**src/rtl/sipo_deserializer_pkg.sv**
```systemverilog
// Shared types and defaults for the serial-in/parallel-out deserializer.
// Holds the holding-register state type used by the top level.
package sipo_pkg;

  localparam int unsigned SIPO_DEFAULT_WIDTH = 8;

  typedef enum logic {
    HOLD_EMPTY,
    HOLD_FULL
  } hold_state_t;

endpackage

```
**src/rtl/sipo_deserializer_if.sv**
```systemverilog
// Word output handshake of the deserializer: word plus valid/ready.
// The producer (deserializer) uses master, the consumer uses slave.
interface sipo_deserializer_if
  import sipo_pkg::*;
#(
  parameter int unsigned WIDTH = SIPO_DEFAULT_WIDTH
) ();

  logic [WIDTH-1:0] word_out;
  logic             word_vld;
  logic             word_rdy;

  modport master (
    output word_out,
    output word_vld,
    input  word_rdy
  );

  modport slave (
    input  word_out,
    input  word_vld,
    output word_rdy
  );

endinterface

```
**src/rtl/sipo_bit_assembler.sv**
```systemverilog
// Shift register and bit counter that assemble WIDTH-bit words from a
// qualified serial stream; pulses word_done with the completed word.
module sipo_bit_assembler
  import sipo_pkg::*;
#(
  parameter int unsigned WIDTH     = SIPO_DEFAULT_WIDTH,
  parameter bit          MSB_FIRST = 1'b1
) (
  input  logic             clk,
  input  logic             rstn,
  input  logic             bit_in,
  input  logic             bit_vld,
  input  logic             frame_start,
  output logic             word_done,
  output logic [WIDTH-1:0] word
);

  localparam int unsigned CntW = $clog2(WIDTH);
  localparam logic [CntW-1:0] CntLast = CntW'(WIDTH - 1);

  logic [WIDTH-1:0] shreg_q, shreg_d;
  logic [CntW-1:0]  cnt_q, cnt_d;
  logic [WIDTH-1:0] shifted;

  function automatic logic [WIDTH-1:0] shift_in(input logic [WIDTH-1:0] cur, input logic b);
    if (MSB_FIRST) begin
      return {cur[WIDTH-2:0], b};
    end else begin
      return {b, cur[WIDTH-1:1]};
    end
  endfunction

  always_ff @(posedge clk) begin
    if (!rstn) begin
      shreg_q <= '0;
      cnt_q   <= '0;
    end else begin
      shreg_q <= shreg_d;
      cnt_q   <= cnt_d;
    end
  end

  assign shifted = shift_in(shreg_q, bit_in);

  always_comb begin
    shreg_d   = shreg_q;
    cnt_d     = cnt_q;
    word_done = 1'b0;
    if (frame_start) begin
      // Realign: a bit arriving with frame_start is the first bit of the new word.
      if (bit_vld) begin
        shreg_d = shift_in('0, bit_in);
        cnt_d   = CntW'(1);
      end else begin
        shreg_d = '0;
        cnt_d   = '0;
      end
    end else if (bit_vld) begin
      shreg_d = shifted;
      if (cnt_q == CntLast) begin
        cnt_d     = '0;
        word_done = 1'b1;
      end else begin
        cnt_d = cnt_q + CntW'(1);
      end
    end
  end

  assign word = shifted;

endmodule

```
**src/rtl/sipo_deserializer.sv**
```systemverilog
// Deserializer top: bit assembler feeding a one-deep holding register with
// valid/ready output; words that find the register busy are dropped and flagged.
module sipo_deserializer
  import sipo_pkg::*;
#(
  parameter int unsigned WIDTH     = SIPO_DEFAULT_WIDTH,
  parameter bit          MSB_FIRST = 1'b1
) (
  input  logic                      clk,
  input  logic                      rstn,
  input  logic                      bit_in,
  input  logic                      bit_vld,
  input  logic                      frame_start,
  sipo_deserializer_if.master       out_if,
  output logic                      overflow,
  input  logic                      ovf_clr
);

  if (WIDTH < 2) begin : g_width_chk
    $fatal(1, "sipo_deserializer: WIDTH must be >= 2");
  end

  hold_state_t      state_q, state_d;
  logic [WIDTH-1:0] word_q, word_d;
  logic             ovf_q, ovf_d;
  logic             word_done;
  logic [WIDTH-1:0] asm_word;
  logic             word_vld;

  sipo_bit_assembler #(
    .WIDTH     (WIDTH),
    .MSB_FIRST (MSB_FIRST)
  ) u_assembler (
    .clk         (clk),
    .rstn        (rstn),
    .bit_in      (bit_in),
    .bit_vld     (bit_vld),
    .frame_start (frame_start),
    .word_done   (word_done),
    .word        (asm_word)
  );

  always_ff @(posedge clk) begin
    if (!rstn) begin
      state_q <= HOLD_EMPTY;
      word_q  <= '0;
      ovf_q   <= 1'b0;
    end else begin
      state_q <= state_d;
      word_q  <= word_d;
      ovf_q   <= ovf_d;
    end
  end

  always_comb begin
    state_d = state_q;
    word_d  = word_q;
    // A drop in the same cycle as a clear leaves the flag set.
    ovf_d   = ovf_q & ~ovf_clr;
    unique case (state_q)
      HOLD_EMPTY: begin
        if (word_done) begin
          word_d  = asm_word;
          state_d = HOLD_FULL;
        end
      end
      HOLD_FULL: begin
        if (word_done) begin
          if (out_if.word_rdy) begin
            word_d = asm_word;
          end else begin
            ovf_d = 1'b1;
          end
        end else if (out_if.word_rdy) begin
          state_d = HOLD_EMPTY;
        end
      end
      default: state_d = HOLD_EMPTY;
    endcase
  end

  always_comb begin
    word_vld = (state_q == HOLD_FULL);
  end

  assign out_if.word_vld = word_vld;
  assign out_if.word_out = word_q;
  assign overflow        = ovf_q;

endmodule

```
**src/flat_wrapper.sv**
```systemverilog
// flat-port wrapper written by rule: the top's interface ports become plain ports
module sipo_deserializer_flat import sipo_pkg::*;
#(
  parameter int unsigned WIDTH     = SIPO_DEFAULT_WIDTH,
  parameter bit          MSB_FIRST = 1'b1
)
  (clk, rstn, bit_in, bit_vld, frame_start, overflow, ovf_clr, out_if_word_out, out_if_word_vld, out_if_word_rdy);
  sipo_deserializer_if #(.WIDTH(WIDTH)) out_if_i ();
  input  logic clk;
  input  logic rstn;
  input  logic bit_in;
  input  logic bit_vld;
  input  logic frame_start;
  output logic overflow;
  input  logic ovf_clr;
  output wire logic [$bits(out_if_i.word_out)-1:0] out_if_word_out;
  output wire logic [$bits(out_if_i.word_vld)-1:0] out_if_word_vld;
  input wire logic [$bits(out_if_i.word_rdy)-1:0] out_if_word_rdy;
  assign out_if_word_out = out_if_i.word_out;
  assign out_if_word_vld = out_if_i.word_vld;
  assign out_if_i.word_rdy = out_if_word_rdy;
  sipo_deserializer #(.WIDTH(WIDTH), .MSB_FIRST(MSB_FIRST)) u_core (.clk(clk), .rstn(rstn), .bit_in(bit_in), .bit_vld(bit_vld), .frame_start(frame_start), .out_if(out_if_i), .overflow(overflow), .ovf_clr(ovf_clr));
endmodule
```
**config.mk**
```make
export PLATFORM = sky130hd
export DESIGN_NAME = sipo_deserializer_flat
export DESIGN_NICKNAME = d
export VERILOG_FILES = /design/src/rtl/sipo_deserializer_pkg.sv /design/src/rtl/sipo_deserializer_if.sv /design/src/rtl/sipo_bit_assembler.sv /design/src/rtl/sipo_deserializer.sv /design/src/flat_wrapper.sv
export SDC_FILE = /design/constraint.sdc
export NUM_CORES = 1
export LEC_CHECK = 0
export BUFFER_PORTS_ARGS = -buffer_cell sky130_fd_sc_hd__clkbuf_2
export CAP_MARGIN = 20
export CORE_MARGIN = 4
export CORE_UTILIZATION = 59
export CTS_BUF_LIST = sky130_fd_sc_hd__clkbuf_4
export CTS_CLUSTER_DIAMETER = 80
export CTS_CLUSTER_SIZE = 28
export DETAILED_ROUTE_END_ITERATION = 6
export GPL_ROUTABILITY_DRIVEN = 0
export PLACE_DENSITY = 0.89
export SLEW_MARGIN = 20
export SYNTH_ARGS = -nofsm -noshare
export SYNTH_HDL_FRONTEND = slang
export SYNTH_HIERARCHICAL = 1
export SYNTH_SLANG_ARGS = --single-unit
```
**constraint.sdc**
```tcl
create_clock -name clk -period 3.62 [get_ports clk]
set_input_delay 0.543 -clock clk [delete_from_list [all_inputs] [get_ports clk]]
set_output_delay 0.543 -clock clk [all_outputs]
set_load 0.02 [all_outputs]
```
# [After elaboration in Yosys (flattened, before gate mapping)]
# Cells that the tools add are included.
[word_totals] reg_bits=20
[classes] muxes=21 bitwise_logic=3 n_eq_ne=4 n_reduce_logical=2 addsub=1
[ops] operator="$mux W8" n=3
[ops] operator="$pmux W8 S2" n=1
[ops] operator="$mux W7" n=2
[ops] operator="$mux W1" n=11
[ops] operator="$mux W3" n=3
[ops] operator="$ne A2 B2 Y1 const B" n=3
[ops] operator="$add A3 B1 Y3 const B" n=1
[ops] operator="$eq A3 B3 Y1 const B" n=1
[ops] operator="$reduce_and A3 Y1" n=1
[ops] operator="$not A1 Y1" n=2
[ops] operator="$pmux W1 S2" n=1
[ops] operator="$reduce_bool A2 Y1" n=1
[ops] operator="$and A1 B1 Y1" n=1

# [Longest topological paths before layout]
# Gate-level depths: netlist of the first run.
[logic_depth] word_depth=6 ltp_mapped=7

# [Cells and area by module]
# Netlist of the first run, hierarchy kept.
[modules_own_cells] module="sipo_bit_assembler" area_per_inst_um2=417.9 n_inst=1 cells_per_inst=40 seq_area_each_um2=200.2
[modules_own_cells] module="sipo_deserializer" area_per_inst_um2=411.6 n_inst=1 cells_per_inst=43 seq_area_each_um2=200.2

# [Worst setup path after synthesis of the first run]
# Ideal clock, no wire load.
[synth_timing] kind="in2reg" start="in bit_vld" end="reg u_core.word_q[0] (netlist: u_core/out_if.word_out[0])" cell_stages=6 setup_slack_ns=2.195 arrival_time_ns=1.353 t_required_ns=3.548 cell_sequence="buf_4 nand2_1 nor2_1 nor2b_2 buf_6 mux2i_1"
[synth_between] elab_chain_len=4 word_cells_on_any_way=5 classes_between="eq/ne (2); mux (2); reduce/logical (1)"
[synth_rtl] element="from (decl)" line="flat_wrapper.sv:12" source="input logic bit_vld;"
[synth_rtl] element="$mux W1 *" line="sipo_bit_assembler.sv:58" source="end else if (bit_vld) begin"
[synth_rtl] element="$mux W1 *" line="sipo_bit_assembler.sv:49" source="if (frame_start) begin"
[synth_rtl] element="via u_core.word_done" line="sipo_deserializer.sv:26" source="logic word_done;"
[synth_rtl] element="$ne A2 B2 Y1 (no line)"
[synth_rtl] element="$reduce_and A3 Y1 (no line) *"
[synth_rtl] element="to (signal assigned)" line="sipo_deserializer.sv:50" source="word_q <= word_d;"
[synth_rtl] element="to (decl)" line="sipo_deserializer.sv:24" source="logic [WIDTH-1:0] word_q, word_d;"
# The timed path passes the listed nets; every way through them passes the cells marked *.
# A chain may end at the register's enable or synchronous reset.

# [Worst setup path in the final report of the first run]
[layout_timing] start="reg u_core.u_assembler.cnt_q[0]" end="reg u_core.word_q[2] (netlist: u_core/out_if.word_out[2])"
[layout_between] elab_chain_len=6 word_cells_on_any_way=7 classes_between="eq/ne (3); mux (3); reduce/logical (1)"
[layout_rtl] element="from (decl)" line="sipo_bit_assembler.sv:22" source="logic [CntW-1:0] cnt_q, cnt_d;"
[layout_rtl] element="from (signal assigned)" line="sipo_bit_assembler.sv:39" source="cnt_q <= cnt_d;"
[layout_rtl] element="$eq A3 B3 Y1 *" line="sipo_bit_assembler.sv:60" source="if (cnt_q == CntLast) begin"
[layout_rtl] element="$mux W1 *" line="sipo_bit_assembler.sv:60"
[layout_rtl] element="$mux W1 *" line="sipo_bit_assembler.sv:58"
[layout_rtl] element="$mux W1 *" line="sipo_bit_assembler.sv:49"
[layout_rtl] element="via u_core.word_done" line="sipo_deserializer.sv:26"
[layout_rtl] element="$ne A2 B2 Y1 (no line)"
[layout_rtl] element="$reduce_and A3 Y1 (no line) *"
# Marks and branches as above.

==> results of run 1 <==
[state kept, by name (all words and copies together), names as in the netlist]
register	flops
u_core/out_if.word_out	8
u_core/out_if.word_vld	1
u_core/overflow	1
u_core/u_assembler/cnt_q	3
u_core/u_assembler/shreg_q	7
[path summary, 6_finish.rpt]
path | start | endpoint | slack [ps] | depth (start not counted)
max | u_core/u_assembler/cnt_q[0] | u_core/out_if.word_out[2] | 1930 | 6
min reg2reg | u_core/out_if.word_out[5] | u_core/out_if.word_out[5] | 460 | 2
min | u_core/out_if.word_out[5] | u_core/out_if.word_out[5] | 460 | 2
max reg2reg | u_core/u_assembler/cnt_q[0] | u_core/out_if.word_out[2] | 1930 | 6
[power by group through the flow]
stage	sequential, W	clock, W	combinational, W
2_1_floorplan	0.000228	0	0.0000143
3_3_place_gp	0.000228	0	0.0000173
3_5_place_dp	0.000228	0	0.0000180
4_1_cts	0.000223	0.000109	0.0000180
5_1_grt	0.000223	0.000119	0.0000196
6_report	0.000223	0.000104	0.0000178
[cell usage after synthesis (all sizes together) (2+ instances only)]
cell	n	area share, %
ha	2	3.0
nand2	18	8.1
dfxtp	20	48
nor2	9	4.1
buf	6	5.3
mux2i	16	19
nor2b	4	4.2
[stage by stage]
step,cell area [um^2],cells,utilization [%],power [W]
6_report,910.9,112,69.14,0.0003448
5_1_grt,910.9,112,69.14,0.0003616
2_1_floorplan,829.5,83,-,0.0002420
3_3_place_gp,884.6,108,67.14,0.0002453
3_5_place_dp,884.6,108,67.14,0.0002462
4_1_cts,910.9,112,69.14,0.0003505
[area by class of cell]
cell class,count,area (um^2)
fill,106,406.6
timing repair buffer,16,80.08
clock buffer,3,22.52
clock inverter,1,3.754
sequential,20,400.4
multi-input combinational,57,385.4
tap,15,18.77
[worst max-delay path: stages, from the launching register on]
cell and delay, ps:
dfxtp_1 360, ha_1 150, ha_1 150, nand2_1 50
nor2_1 170, nor2b_2 490, mux2i_1 250
[cell families (layout without fill, tap and decap cells)]
logic type / Yosys count / after routing / synth area share [%]
simple gates: 34 / 34 / 19.76
buf+inv: 6 / 20 / 5.279
compound gates: 5 / 5 / 4.375
mux: 16 / 16 / 19.31
fa+ha+maj: 2 / 2 / 3.016
flops: 20 / 20 / 48.26
[layer usage]
layer | global-route usage, % | vias to the layer above | part of all wire, %
met5 | 0 | - | 0
met1 | 17.85 | 252 | 48
met2 | 25.91 | 12 | 46
met4 | 7.018 | 0 | 1.7
met3 | 5.138 | 2 | 4.6
li1 | - | 300 | -
==> qor.csv, run 1 <==
metric,value,unit
syn_avg_cell_area,9.995,um^2
finalSetupViolations,0,
die-area,2070,um^2
synthFlopType,dfxtp_1,
power.share.clock,30.1,%
p_comb_share,5.2,%
p_switching,0.00007530,W
p_sw_share,21.84,%
cts_resized,0,
clock_latency,290,ps
cp_data_required_time,3850,ps
cts-root-buf,clkbuf_4,
final_common_cell,dfxtp_1,
overflow,0,
synthArstFlopShare,0,%
drive_gt1_share,23.71,%
gr-usage-all-layers,15.57,%
tightest_slew,507.9,ps
p_int,0.0002695,W
crit_arrival,1920,ps
startpoint_type,flop,
drv_slew,0,
leakagePower,0.3812,nW
initial_utilization,62.96,%
synth_cells,83,
tns,0,ps
critical_path.max_fanout,8,
grt_pass1_vias,539,
cts.sinks,20,
detail-route-antenna-nets,0,
clk_pin_slew,100,ps
cts-htree-levels,1,
synth_area,829.5,um^2
wl_per_cell,12.05,um
route.detailed.drc,0,
viasPerCell,5.054,
port_buffers,16,
synth_edf_count,0,
drtIter0Drc,6,
num_vias,566,
dpl.hpwl,1030,um
status,"finished, final reports clean",
layout_common_cells,"dfxtp_1 (20), nand2_1 (18), clkbuf_2 (16), mux2i_1 (16), nor2_1 (9)",
pre_cts_ws,1719,ps
antenna_found_initial,0,
critPathKind,reg -> reg,
hold_buffers,0,
layout_min_cycle_time,1692,ps
setup_slack,1928,ps
yosysWarnings,6,
numCtsBuffers,3,
hold_violations,0,
ir_drop,237.4,uV
power_frac_seq,64.7,%
grt_max_degree,23,
layout.nets,107,
area_growth,9.804,%
diodes,0,
synth-seq-cells,20,
crit_path_end_kind,flop,
holdWs,462.5,ps
fmax,591.1,MHz
synth_fp_nets,92,
finClkSkew,2.483,ps
rsz0062_at_grt,no,
powerDensity,378.6,nW/um^2
ys_seq_area_share,48.27,%
maxCapViolCount,0,
wl,1350,um
grt_first_pass_wirelength,2249,um
cts_setup_buffers,0,
post-route-period-util,46.73,%
cts_tree,built,
core_area,1318,um^2
die_y,45.50,um
dr.pass1.iters,4,
relSlewSlack,65.99,%
clock_path_buffers,2,
rows,13,
synth_cell_types,19,
die_x,45.50,um
pin_count,17,
hp-class,reg -> reg,
Power figures use the tool's default switching activity.
==> run 2: changes to the inputs <==
Settings changed: CORE_UTILIZATION 59 to 55, PLACE_DENSITY 0.89 to 0.84.
Clock period 3.62 ns to 1.8 ns, I/O delays scaled along.
==> run 2 against run 1 <==
Global-route usage shrank 0.59 points. Largest power group unchanged. Clock skew is essentially flat. Via count grew 1.6%. Highest routed layer unchanged. Largest cell class unchanged.
==> qor.csv, run 2 (synthesized netlist as in run 1, its figures left out) <==
metric,value,unit
finClkSkew,2.508,ps
die_y,46.84,um
crit_top_cell,ha_1,
crit_family,simple AND/OR/NAND/NOR gates,
drtIter0Drc,15,
num_vias,575,
diodes,0,
grt_first_pass_wirelength,2325,um
pin_count,17,
cts-htree-levels,1,
cp_data_required_time,2020,ps
layout_min_cycle_time,1542,ps
grt_max_degree,23,
rows,13,
area_growth,11.61,%
finalSetupViolations,0,
p_sw_share,22.13,%
drv_slew,0,
cts.sinks,20,
setup_slack,257.7,ps
leakagePower,0.3915,nW
startpoint_type,flop,
p_comb_share,5.4,%
cts_resized,0,
clock_path_buffers,2,
crit_arrival,1770,ps
die-area,2194,um^2
status,"finished, final reports clean",
crit_buf_inv,1,
tightest_slew,381.3,ps
post-route-period-util,85.69,%
initial_utilization,60.71,%
overflow,0,
rsz0062_at_grt,no,
crit_chain,ha_1 -> ha_1 -> nand2_1 -> nor2_1 -> nor2b_2 -> buf_4 -> mux2i_1,
core_area,1366,um^2
hp-class,in -> reg,
viasPerCell,5.044,
critical_path.max_fanout,8,
grt_pass1_vias,551,
numCtsBuffers,3,
clk_pin_slew,110,ps
power_frac_seq,64.3,%
detail-route-antenna-nets,0,
relSlewSlack,74.58,%
cts-root-buf,clkbuf_4,
max_stage_delay,370,ps
drive_gt1_share,25.25,%
route.detailed.drc,0,
pre_cts_ws,302.8,ps
wl_per_cell,12.35,um
cp_slowest_cell,dfxtp_1,
dpl.hpwl,1010,um
largest_reg_flops,8,
crit_path_end_kind,flop,
cts_setup_buffers,0,
powerDensity,753.5,nW/um^2
p_int,0.0005433,W
p_switching,0.0001544,W
critPathKind,reg -> reg,
port_buffers,16,
fmax,648.4,MHz
gr-usage-all-layers,14.98,%
wl,1408,um
maxCapViolCount,0,
final_common_cell,dfxtp_1,
dr.pass1.iters,4,
cts_tree,built,
layout.nets,109,
ir_drop,556.2,uV
clock_latency,290,ps
hold_buffers,0,
layout_common_cells,"dfxtp_1 (20), nand2_1 (18), clkbuf_2 (16), mux2i_1 (16), nor2_1 (9)",
die_x,46.84,um
power.share.clock,30.3,%
tns,0,ps
hold_violations,0,
antenna_found_initial,0,
==> run 2: cell types whose count changed in the layout (fill, tap and decap cells not counted) <==
cell,change
buf_4,+2
==> run 2: power groups by stage <==
stage               Sequential [W]  Clock, W  Combinational (W)
floorplan                 0.000458         0          0.0000288
global placement          0.000458         0          0.0000371
detailed placement        0.000459         0          0.0000374
CTS                       0.000449  0.000219          0.0000375
global route              0.000449  0.000239          0.0000410
finish                    0.000449  0.000211          0.0000375
==> run 2: area by class of cell <==
class,instances,area [um^2]
clock buffers,3,22.52
well taps,15,18.77
repair buffers,18,95.09
fillers,113,440.4
flip-flops and latches,20,400.4
clock inverters,1,3.754
multi-input cells,57,385.4
==> run 2: path summary, 6_finish.rpt <==
kind                               start                   endpoint  slack [ps]  depth (start not counted)
min                               bit_in  u_core/out_if.word_out[0]         220                          3
max reg2reg  u_core/u_assembler/cnt_q[0]  u_core/out_if.word_out[2]         260                          7
max          u_core/u_assembler/cnt_q[0]  u_core/out_if.word_out[2]         260                          7
min reg2reg    u_core/out_if.word_out[5]  u_core/out_if.word_out[5]         470                          2
==> run 2: per-stage QoR <==
stage                      power, W  instance area, um^2  hold WS [ps]  utilization [%]  std cells
after floorplan           0.0004868                829.5         412.6                -         83
after global placement    0.0004956                899.6         442.4            65.84        110
after detailed placement  0.0004961                899.6         448.3            65.84        110
after CTS                 0.0007056                925.9         203.0            67.77        114
after global routing      0.0007294                925.9         206.8            67.77        114
final                     0.0006977                925.9         215.5            67.77        114
==> run 2: worst register-to-register path, delay by kind of cell, from the launching register on <==
kind | cells | cell delay (ps)
flops | 1 | 370
buf+inv | 1 | 190
fa+ha+maj | 2 | 320
simple gates | 3 | 390
mux | 1 | 210
==> run 2: layer usage <==
layer,vias up,routed length [um],track usage [%]
met4,0,17,8.287
met1,256,699,20.42
met5,-,0,0
li1,307,-,-
met3,2,45,3.448
met2,10,645,21.68
